## src/rtl/ram_arbiter.sv

```systemverilog
// Shares one single-port RAM between CPU, video fetcher and DMA: grant in N, RAM access in N+1, read data valid in N+3.
// Backpressure: CPU stalled via cpu_rdy_o; video/DMA hold their request until ack; CPU forced through after CPU_MAX_WAIT refusals.
module ram_arbiter #(
    parameter int ADDR_W       = 16,
    parameter int DATA_W       = 8,
    parameter int CPU_MAX_WAIT = 4
) (
    input  logic              clk_i,
    input  logic              rst_n_i,
    input  logic              cpu_req_i,
    input  logic              cpu_we_i,
    input  logic [ADDR_W-1:0] cpu_addr_i,
    input  logic [DATA_W-1:0] cpu_wdata_i,
    output logic              cpu_rdy_o,
    output logic [DATA_W-1:0] cpu_rdata_o,
    input  logic              vid_req_i,
    input  logic [ADDR_W-1:0] vid_addr_i,
    output logic              vid_ack_o,
    output logic              vid_valid_o,
    output logic [DATA_W-1:0] vid_rdata_o,
    input  logic              dma_req_i,
    input  logic              dma_we_i,
    input  logic [ADDR_W-1:0] dma_addr_i,
    input  logic [DATA_W-1:0] dma_wdata_i,
    output logic              dma_ack_o,
    output logic              dma_valid_o,
    output logic [DATA_W-1:0] dma_rdata_o,
    output logic              ram_cs_o,
    output logic              ram_we_o,
    output logic [ADDR_W-1:0] ram_addr_o,
    output logic [DATA_W-1:0] ram_wdata_o,
    input  logic [DATA_W-1:0] ram_rdata_i,
    output logic [1:0]        grant_o
);

    localparam int WCNT_W = $clog2(CPU_MAX_WAIT + 1);
    localparam logic [WCNT_W-1:0] WAIT_MAX = WCNT_W'(CPU_MAX_WAIT);

    typedef enum logic [2:0] {C_IDLE, C_WAIT, C_ISSUE, C_READ, C_DONE} cpu_state_e;
    typedef enum logic [1:0] {G_NONE = 2'd0, G_CPU = 2'd1, G_VID = 2'd2, G_DMA = 2'd3} grant_e;

    cpu_state_e        state_q;
    logic [WCNT_W-1:0] wcnt_q;
    logic              cpu_we_q;
    logic              cpu_rdy_q;
    logic              rr_dma_q;

    grant_e            win_d;
    logic              cpu_elig;
    logic              sel_we;
    logic [ADDR_W-1:0] sel_addr;
    logic [DATA_W-1:0] sel_wdata;

    logic              ram_cs_q;
    logic              ram_we_q;
    logic [ADDR_W-1:0] ram_addr_q;
    logic [DATA_W-1:0] ram_wdata_q;
    grant_e            grant_q;
    grant_e            rd1_q;
    grant_e            rd2_q;
    logic              vid_valid_q;
    logic              dma_valid_q;
    logic [DATA_W-1:0] cpu_rdata_q;
    logic [DATA_W-1:0] vid_rdata_q;
    logic [DATA_W-1:0] dma_rdata_q;

    assign cpu_elig = cpu_req_i && (state_q == C_IDLE || state_q == C_WAIT);

    always_comb begin
        win_d = G_NONE;
        if (!rst_n_i) begin
            win_d = G_NONE;
        end else if (cpu_elig && wcnt_q == WAIT_MAX) begin
            win_d = G_CPU;
        end else if (vid_req_i) begin
            win_d = G_VID;
        end else if (cpu_elig && dma_req_i) begin
            win_d = rr_dma_q ? G_DMA : G_CPU;
        end else if (cpu_elig) begin
            win_d = G_CPU;
        end else if (dma_req_i) begin
            win_d = G_DMA;
        end
    end

    always_comb begin
        sel_we    = 1'b0;
        sel_addr  = cpu_addr_i;
        sel_wdata = cpu_wdata_i;
        case (win_d)
            G_CPU: sel_we = cpu_we_i;
            G_VID: sel_addr = vid_addr_i;
            G_DMA: begin
                sel_we    = dma_we_i;
                sel_addr  = dma_addr_i;
                sel_wdata = dma_wdata_i;
            end
            default: ;
        endcase
    end

    assign vid_ack_o = (win_d == G_VID);
    assign dma_ack_o = (win_d == G_DMA);

    // rd1/rd2 track which requester owns the read in flight, so completions follow grant order.
    always_ff @(posedge clk_i or negedge rst_n_i) begin
        if (!rst_n_i) begin
            ram_cs_q    <= 1'b0;
            ram_we_q    <= 1'b0;
            ram_addr_q  <= '0;
            ram_wdata_q <= '0;
            grant_q     <= G_NONE;
            rd1_q       <= G_NONE;
            rd2_q       <= G_NONE;
            vid_valid_q <= 1'b0;
            dma_valid_q <= 1'b0;
            cpu_rdata_q <= '0;
            vid_rdata_q <= '0;
            dma_rdata_q <= '0;
            rr_dma_q    <= 1'b0;
        end else begin
            ram_cs_q    <= (win_d != G_NONE);
            ram_we_q    <= sel_we;
            ram_addr_q  <= sel_addr;
            ram_wdata_q <= sel_wdata;
            grant_q     <= win_d;
            rd1_q       <= (win_d != G_NONE && !sel_we) ? win_d : G_NONE;
            rd2_q       <= rd1_q;
            vid_valid_q <= (rd2_q == G_VID);
            dma_valid_q <= (rd2_q == G_DMA);
            if (rd2_q == G_CPU) cpu_rdata_q <= ram_rdata_i;
            if (rd2_q == G_VID) vid_rdata_q <= ram_rdata_i;
            if (rd2_q == G_DMA) dma_rdata_q <= ram_rdata_i;
            if (win_d == G_CPU) begin
                rr_dma_q <= 1'b1;
            end else if (win_d == G_DMA) begin
                rr_dma_q <= 1'b0;
            end
        end
    end

    always_ff @(posedge clk_i or negedge rst_n_i) begin
        if (!rst_n_i) begin
            state_q   <= C_IDLE;
            wcnt_q    <= '0;
            cpu_we_q  <= 1'b0;
            cpu_rdy_q <= 1'b1;
        end else begin
            case (state_q)
                C_IDLE, C_WAIT: begin
                    if (win_d == G_CPU) begin
                        state_q   <= C_ISSUE;
                        cpu_we_q  <= cpu_we_i;
                        cpu_rdy_q <= cpu_we_i;
                        wcnt_q    <= '0;
                    end else if (cpu_req_i) begin
                        state_q <= C_WAIT;
                        if (wcnt_q != WAIT_MAX) wcnt_q <= wcnt_q + 1'b1;
                    end
                end
                C_ISSUE: begin
                    state_q   <= cpu_we_q ? C_IDLE : C_READ;
                    cpu_rdy_q <= 1'b0;
                end
                C_READ: begin
                    state_q   <= C_DONE;
                    cpu_rdy_q <= 1'b1;
                end
                C_DONE:  state_q <= C_IDLE;
                default: state_q <= C_IDLE;
            endcase
        end
    end

    assign cpu_rdy_o   = !rst_n_i ||
                         ((state_q == C_IDLE || state_q == C_WAIT) ? !cpu_req_i : cpu_rdy_q);
    assign cpu_rdata_o = cpu_rdata_q;
    assign vid_valid_o = vid_valid_q;
    assign vid_rdata_o = vid_rdata_q;
    assign dma_valid_o = dma_valid_q;
    assign dma_rdata_o = dma_rdata_q;
    assign ram_cs_o    = ram_cs_q;
    assign ram_we_o    = ram_we_q;
    assign ram_addr_o  = ram_addr_q;
    assign ram_wdata_o = ram_wdata_q;
    assign grant_o     = grant_q;

endmodule
```

## config.mk

```make
export PLATFORM = sky130hd
export DESIGN_NAME = ram_arbiter
export DESIGN_NICKNAME = d
export VERILOG_FILES = /design/src/rtl/ram_arbiter.sv
export SDC_FILE = /design/constraint.sdc
export NUM_CORES = 1
export LEC_CHECK = 0
export ABC_AREA = 1
export ABC_CLOCK_PERIOD_IN_PS = 2900
export BUFFER_PORTS_ARGS = -buffer_cell sky130_fd_sc_hd__clkbuf_2
export CAP_MARGIN = 0
export CORE_MARGIN = 5
export CORE_UTILIZATION = 30
export CTS_CLUSTER_DIAMETER = 30
export DETAILED_ROUTE_END_ITERATION = 8
export PLACE_DENSITY = 0.64
export SYNTH_ARGS = -nofsm -noshare
export SYNTH_HDL_FRONTEND = slang
export SYNTH_SLANG_ARGS = --single-unit
```

## constraint.sdc

```tcl
create_clock -name clk_i -period 2.9 [get_ports clk_i]
set_input_delay 0.58 -clock clk_i [delete_from_list [all_inputs] [get_ports clk_i]]
set_output_delay 0.58 -clock clk_i [all_outputs]
set_load 0.01 [all_outputs]
```

==> Yosys cells after proc, flatten, opt, wreduce, memory -nomap -nowiden <==
Cells that the tools add are included.
{ "op_classes": {"n_reduce_logical": 19, "addsub": 1, "n_eq_ne": 13, "n_mux": 23} }
{ "op_table": {"columns": ["operator", "count"], "rows": [
  ["case mux 16 bit (2 select lines)", 1],
  ["2-to-1 mux 2 bit", 9],
  ["2-to-1 mux 3 bit", 5],
  ["case mux 3 bit (3 select lines)", 1],
  ["equality test 2 bit, second input constant", 4],
  ["2-to-1 mux 8 bit", 1],
  ["nonzero test 2 bit", 4],
  ["equality test 3 x 2 -> 1 bit, second input constant", 2],
  ["!= test 3 bit, second input constant", 2],
  ["equality test 2 x 1 -> 1 bit, second input constant", 2],
  ["logical AND 1 bit", 4],
  ["2-to-1 mux 1 bit", 4],
  ["AND reduction 2 bit", 2],
  ["adder 3 x 1 -> 3 bit, second input constant", 1],
  ["equality test 3 x 1 -> 1 bit, second input constant", 1],
  ["equality test 3 bit, second input constant", 1],
  ["zero test 1 bit", 3],
  ["zero test 3 bit", 1],
  ["case mux 1 bit (3 select lines)", 1],
  ["AND reduction 3 bit", 1],
  ["nonzero test 3 bit", 1],
  ["logical OR 1 bit", 2],
  ["!= test 2 bit, second input constant", 1],
  ["case mux 1 bit (2 select lines)", 1],
  ["OR reduction 2 bit", 1]
]} }
{ "totals": {"output_inout_bits": 57, "regBits": 67, "wordCells": 73, "inputBits": 79} }

==> Longest topological paths before layout <==
{ "depth": {"ltp_word": 13, "depth_mapped": 14, "depth_no_buf": 13} }

==> Least setup slack after synthesis <==
No wires, ideal clock.
{ "synth_path": {"path_kind": "reg-to-output", "startpoint": "reg wcnt_q[0]", "endpoint": "out dma_ack_o", "arrival_ns": 1.275, "path_buffers": 1, "required_time_ns": 2.320, "slack_ns": 1.045, "stages_incl_launch_ff": 10, "cell_sequence": "dfrtp_1 inv_1 ha_1 nand2_1 inv_1 nand3_4 nand2_2 nand3_4 nor2_8 buf_6"} }
{ "synth_between": {"elab_chain_len": 5} }
{ "synth_rtl": {"columns": ["item", "line", "source"], "rows": [
  ["start, declared", "43", "logic [WCNT_W-1:0] wcnt_q;"],
  ["start signal, assigned", "158", "if (wcnt_q != WAIT_MAX) wcnt_q <= wcnt_q + 1'b1;"],
  ["equality test 3 bit", "73", "end else if (cpu_elig && wcnt_q == WAIT_MAX) begin"],
  ["logical AND 1 bit", "73", null],
  ["2-to-1 mux 2 bit", "73", null],
  ["2-to-1 mux 2 bit", "71", "if (!rst_n_i) begin"],
  ["equality test 2 bit", "103", "assign dma_ack_o = (win_d == G_DMA);"],
  ["end, declared", "25", "output logic dma_ack_o,"]
]} }
Every way passes these cells.

==> Worst setup path after layout <==
Ends and elaborated chain as after synthesis.

==> implementation parameters <==
Parameter                              Value

Floorplanning
  Floorplan core area ... 0.009196 mm^2
  Row Count ... 35
  Die outline area ... between 0.01 and 0.015 mm^2
  Ports placed on the boundary ... about 140
  Die span in x ... around 110 um
  Die height ... between 100 and 150 um
  Initial core utilization ... 30.63%

Logic synthesis
  Top-count cell post-synth ... sky130_fd_sc_hd__nand2_1
  Post-Synthesis Cells ... 300
  Portion of the post-synthesis area used by sequential elements ... 59.57%
  Share of synthesized registers carrying an async set or reset ... 100.0%
  Cell types with the highest counts after synthesis ... 113 x sky130_fd_sc_hd__nand2_1, 66 x sky130_fd_sc_hd__dfrtp_1, 30 x sky130_fd_sc_hd__o21ai_0
  Primary FF master, synth ... sky130_fd_sc_hd__dfrtp_1
  Area share of the largest cell type after synthesis ... 58.64%
  Synth warnings ... 0
  Mean area per synthesized cell ... around 9.4 um^2
  Count of flip-flops with a built-in enable after synthesis ... 0
  Post-synth net total ... 381
  Number of library cell types mapped by synthesis ... 22
  Post-Syn Area ... ~0.0028 mm^2
  Largest area contributor in the netlist ... sky130_fd_sc_hd__dfrtp_1
  Synth Register Bits ... 67
  Cell types occupying the most area after synthesis ... sky130_fd_sc_hd__dfrtp_1 59%, sky130_fd_sc_hd__nand2_1 15%, sky130_fd_sc_hd__o21ai_0 5.3%

Worst setup path
  Critical Path Fanout Max ... 27
  Worst reg2reg setup slack ... 0.99 ns
  Reg2Reg Capture Point ... ram_wdata_o[7]
  Reg2Reg Launch Point ... wcnt_q[0]
  Critical Path Start Type ... register
  Cell depth of the worst flop-to-flop path ... 12
  CP endpoint kind ... output pin
  Critical path class ... register to output pin
  Endpoint arrival time on the critical path ... 2.05 ns
  Data required time at the worst endpoint ... 2.32 ns

Route
  DR WL/cell ... between 10 and 15 um
  Routed via count divided by cell count ... 4.324
  Overall via count from detail_route ... 2,404
  Total routed wirelength ... 7038 um
  Number of optimization iterations in the first detailed-route pass ... 4
  Number of violations reported at the end of detailed-routing iteration 0 ... 114
  Post-route DRC violation count ... 0
  Remaining antenna violation count ... 0

Placement
  Placed Instance Area ... 0.003576 mm^2
  Estimated wirelength of the detail-placed design ... 5478 um
  Placer Congestion ... 0.8349
  Quantity of I/O buffers inserted on ports ... 135
  Number of placed instances with taps included ... between 500 and 600

Timing
  Headroom to the max-slew limit ... 57.62%
  Final hold violation count ... 0
  Largest clock skew in the final design ... 0.008628 ns
  Fmax ... 379.9 MHz
  Hold slack ... 0.2572 ns
  Setup-failing EPs final ... 0
  Setup repair after global routing missed its margin ... no
  Final period util ... between 90% and 100%
  Final worst path period need ... 2.632 ns
  Pins over their slew limit ... 0
  Post-route setup TNS ... 0 ns
  Worst-Margin Slew ... 0.6357 ns

Clocking
  Number of clock sinks ... 67
  Clock edge transition at the registers on the reported setup and hold paths ... 0.08 ns
  TritonCTS clock tree ... built
  Library cell used as clock root buffer ... sky130_fd_sc_hd__clkbuf_8
  Post-CTS Repair Setup Buffers ... 0
  Clock latency at the later pin of the worst-skew pair ... 0.34 ns
  Post-cts repair resize count ... 0
  Hold-fix buffers at CTS ... 0
  Max H-tree Level ... 3
  Maximum clock path buffer count ... 2
  Cts bufs inserted ... 9

Power and ir drop
  Peak supply drop ... 0.4994 mV
  Areal power density over the cells ... a little under 800 mW/mm^2
  Total design power ... roughly 3 mW
  Leakage power summed over all cells ... 2.171 nW

Finish
  Area added between synthesis and finish ... 36.56%
  Final net count ... 521
  Total non-filler cell area in the finished layout ... just under 0.004 mm^2
  Ant diodes ... 0
  Non-filler instance count after layout ... 556
  Share of cells above drive strength 1 ... approximately two fifths

GRT
  Wire length of the first global-routing pass ... 11,570 um
  Maximum number of pins on one net before global-route repair ... 50
  Antenna violations before repair ... 0
  Total overflow reported by the global router ... 0
  Number of global-route vias before repair ... 2,376
  Overall routing resource usage ... 12.69%

Run status
  Outcome ... complete, no violations

Flow run
  Total of max-cap violations ... 0

Worst hold path
  Worst hold path type ... primary input to async pin
## how the worst max path moves through the flow
stage                      endpoint  cells after the start  slack, ns      start
after detailed placement  dma_ack_o                      7       0.59  cpu_req_i
after global routing      vid_ack_o                     10       0.03  wcnt_q[0]
final                     dma_ack_o                     10       0.27  wcnt_q[0]
after CTS                 dma_ack_o                     10       0.22  wcnt_q[0]
after global placement    dma_ack_o                      7       0.62  cpu_req_i
after floorplan           dma_ack_o                      9       1.04  wcnt_q[0]
## critical path, cell delays in order (launching register included)
cell and delay, ns:
sky130_fd_sc_hd__dfrtp_1 0.39, sky130_fd_sc_hd__inv_1 0.06, sky130_fd_sc_hd__ha_1 0.19, sky130_fd_sc_hd__nand2_1 0.06
sky130_fd_sc_hd__inv_1 0.07, sky130_fd_sc_hd__nand3_4 0.07, sky130_fd_sc_hd__nand2_2 0.06, sky130_fd_sc_hd__inv_2 0.06
sky130_fd_sc_hd__nand2_4 0.19, sky130_fd_sc_hd__nor2_8 0.36, sky130_fd_sc_hd__clkbuf_2 0.21
## stage by stage
step / utilization, % / setup WS [ns]
4_1_cts: 41.82 / 0.2205
3_5_place_dp: 38.88 / 0.5868
6_report: 41.82 / 0.2679
3_3_place_gp: 38.88 / 0.6234
2_1_floorplan: - / 1.045
5_1_grt: 41.82 / 0.02835
## metal layers
metal	share of wire (%)	routed length (um)	track usage [%]	up-vias
met3	7.8	550	5.358	7
li1	-	-	-	1209
met2	50	3531	20.86	80
met5	0	0	0	-
met4	1.1	74	3.105	0
met1	41	2881	15.43	1108
## cell usage in the layout (no fill, tap or decap)
cell	netlist	routed
sky130_fd_sc_hd__clkbuf_2	0	134
sky130_fd_sc_hd__nand2_1	113	113
sky130_fd_sc_hd__dfrtp_1	66	66
sky130_fd_sc_hd__o21ai_0	30	30
sky130_fd_sc_hd__inv_1	26	26
sky130_fd_sc_hd__nand3_1	22	22
sky130_fd_sc_hd__nand2_2	10	10
sky130_fd_sc_hd__clkbuf_8	0	9
sky130_fd_sc_hd__nor2_1	6	6
sky130_fd_sc_hd__bufinv_16	0	4
sky130_fd_sc_hd__a21oi_1	3	3
sky130_fd_sc_hd__inv_2	3	3
sky130_fd_sc_hd__buf_4	1	3
sky130_fd_sc_hd__nor2_4	2	2
sky130_fd_sc_hd__nand3_4	2	2
sky130_fd_sc_hd__nor2_8	2	2
sky130_fd_sc_hd__ha_1	2	2
sky130_fd_sc_hd__inv_6	0	2
sky130_fd_sc_hd__nand3_2	1	1
sky130_fd_sc_hd__nand2_4	1	1
sky130_fd_sc_hd__nand2_8	1	1
sky130_fd_sc_hd__xnor2_1	1	1
sky130_fd_sc_hd__clkinv_4	0	1
sky130_fd_sc_hd__dfstp_2	1	1
## flip-flops by register name, summed over array words and instances (netlist names), 3 cells and up
| name | cells |
|---|---|
| dma_rdata_o | 8 |
| state_q | 3 |
| vid_rdata_o | 8 |
| ram_wdata_o | 8 |
| cpu_rdata_o | 8 |
| wcnt_q | 3 |
| ram_addr_o | 16 |
## final cells by class
cell class | count | area [um^2]
fill | 936 | 5350
inverter | 29 | 108.9
clock buffer | 9 | 123.9
clock inverter | 7 | 146.4
sequential | 67 | 1678
timing repair buffer | 137 | 693.2
tap | 111 | 138.9
multi-input combinational | 196 | 957.2
## logic make-up (layout without fill, tap and decap cells)
logic type	Yosys count	after routing	synth area share [%]
simple gates	160	160	26.92
flops	67	67	59.57
buf+inv	37	182	6.441
compound gates	33	33	5.864
fa+ha+maj	2	2	0.8884
xor+xnor	1	1	0.3110
## power by group
part | switching, mW | internal, mW
combinational | 0.435 | 0.296
clock | 0.382 | 0.666
sequential | 0.117 | 1.16
total | 0.934 | 2.12
No activity file was read; power rests on OpenSTA's default activity.
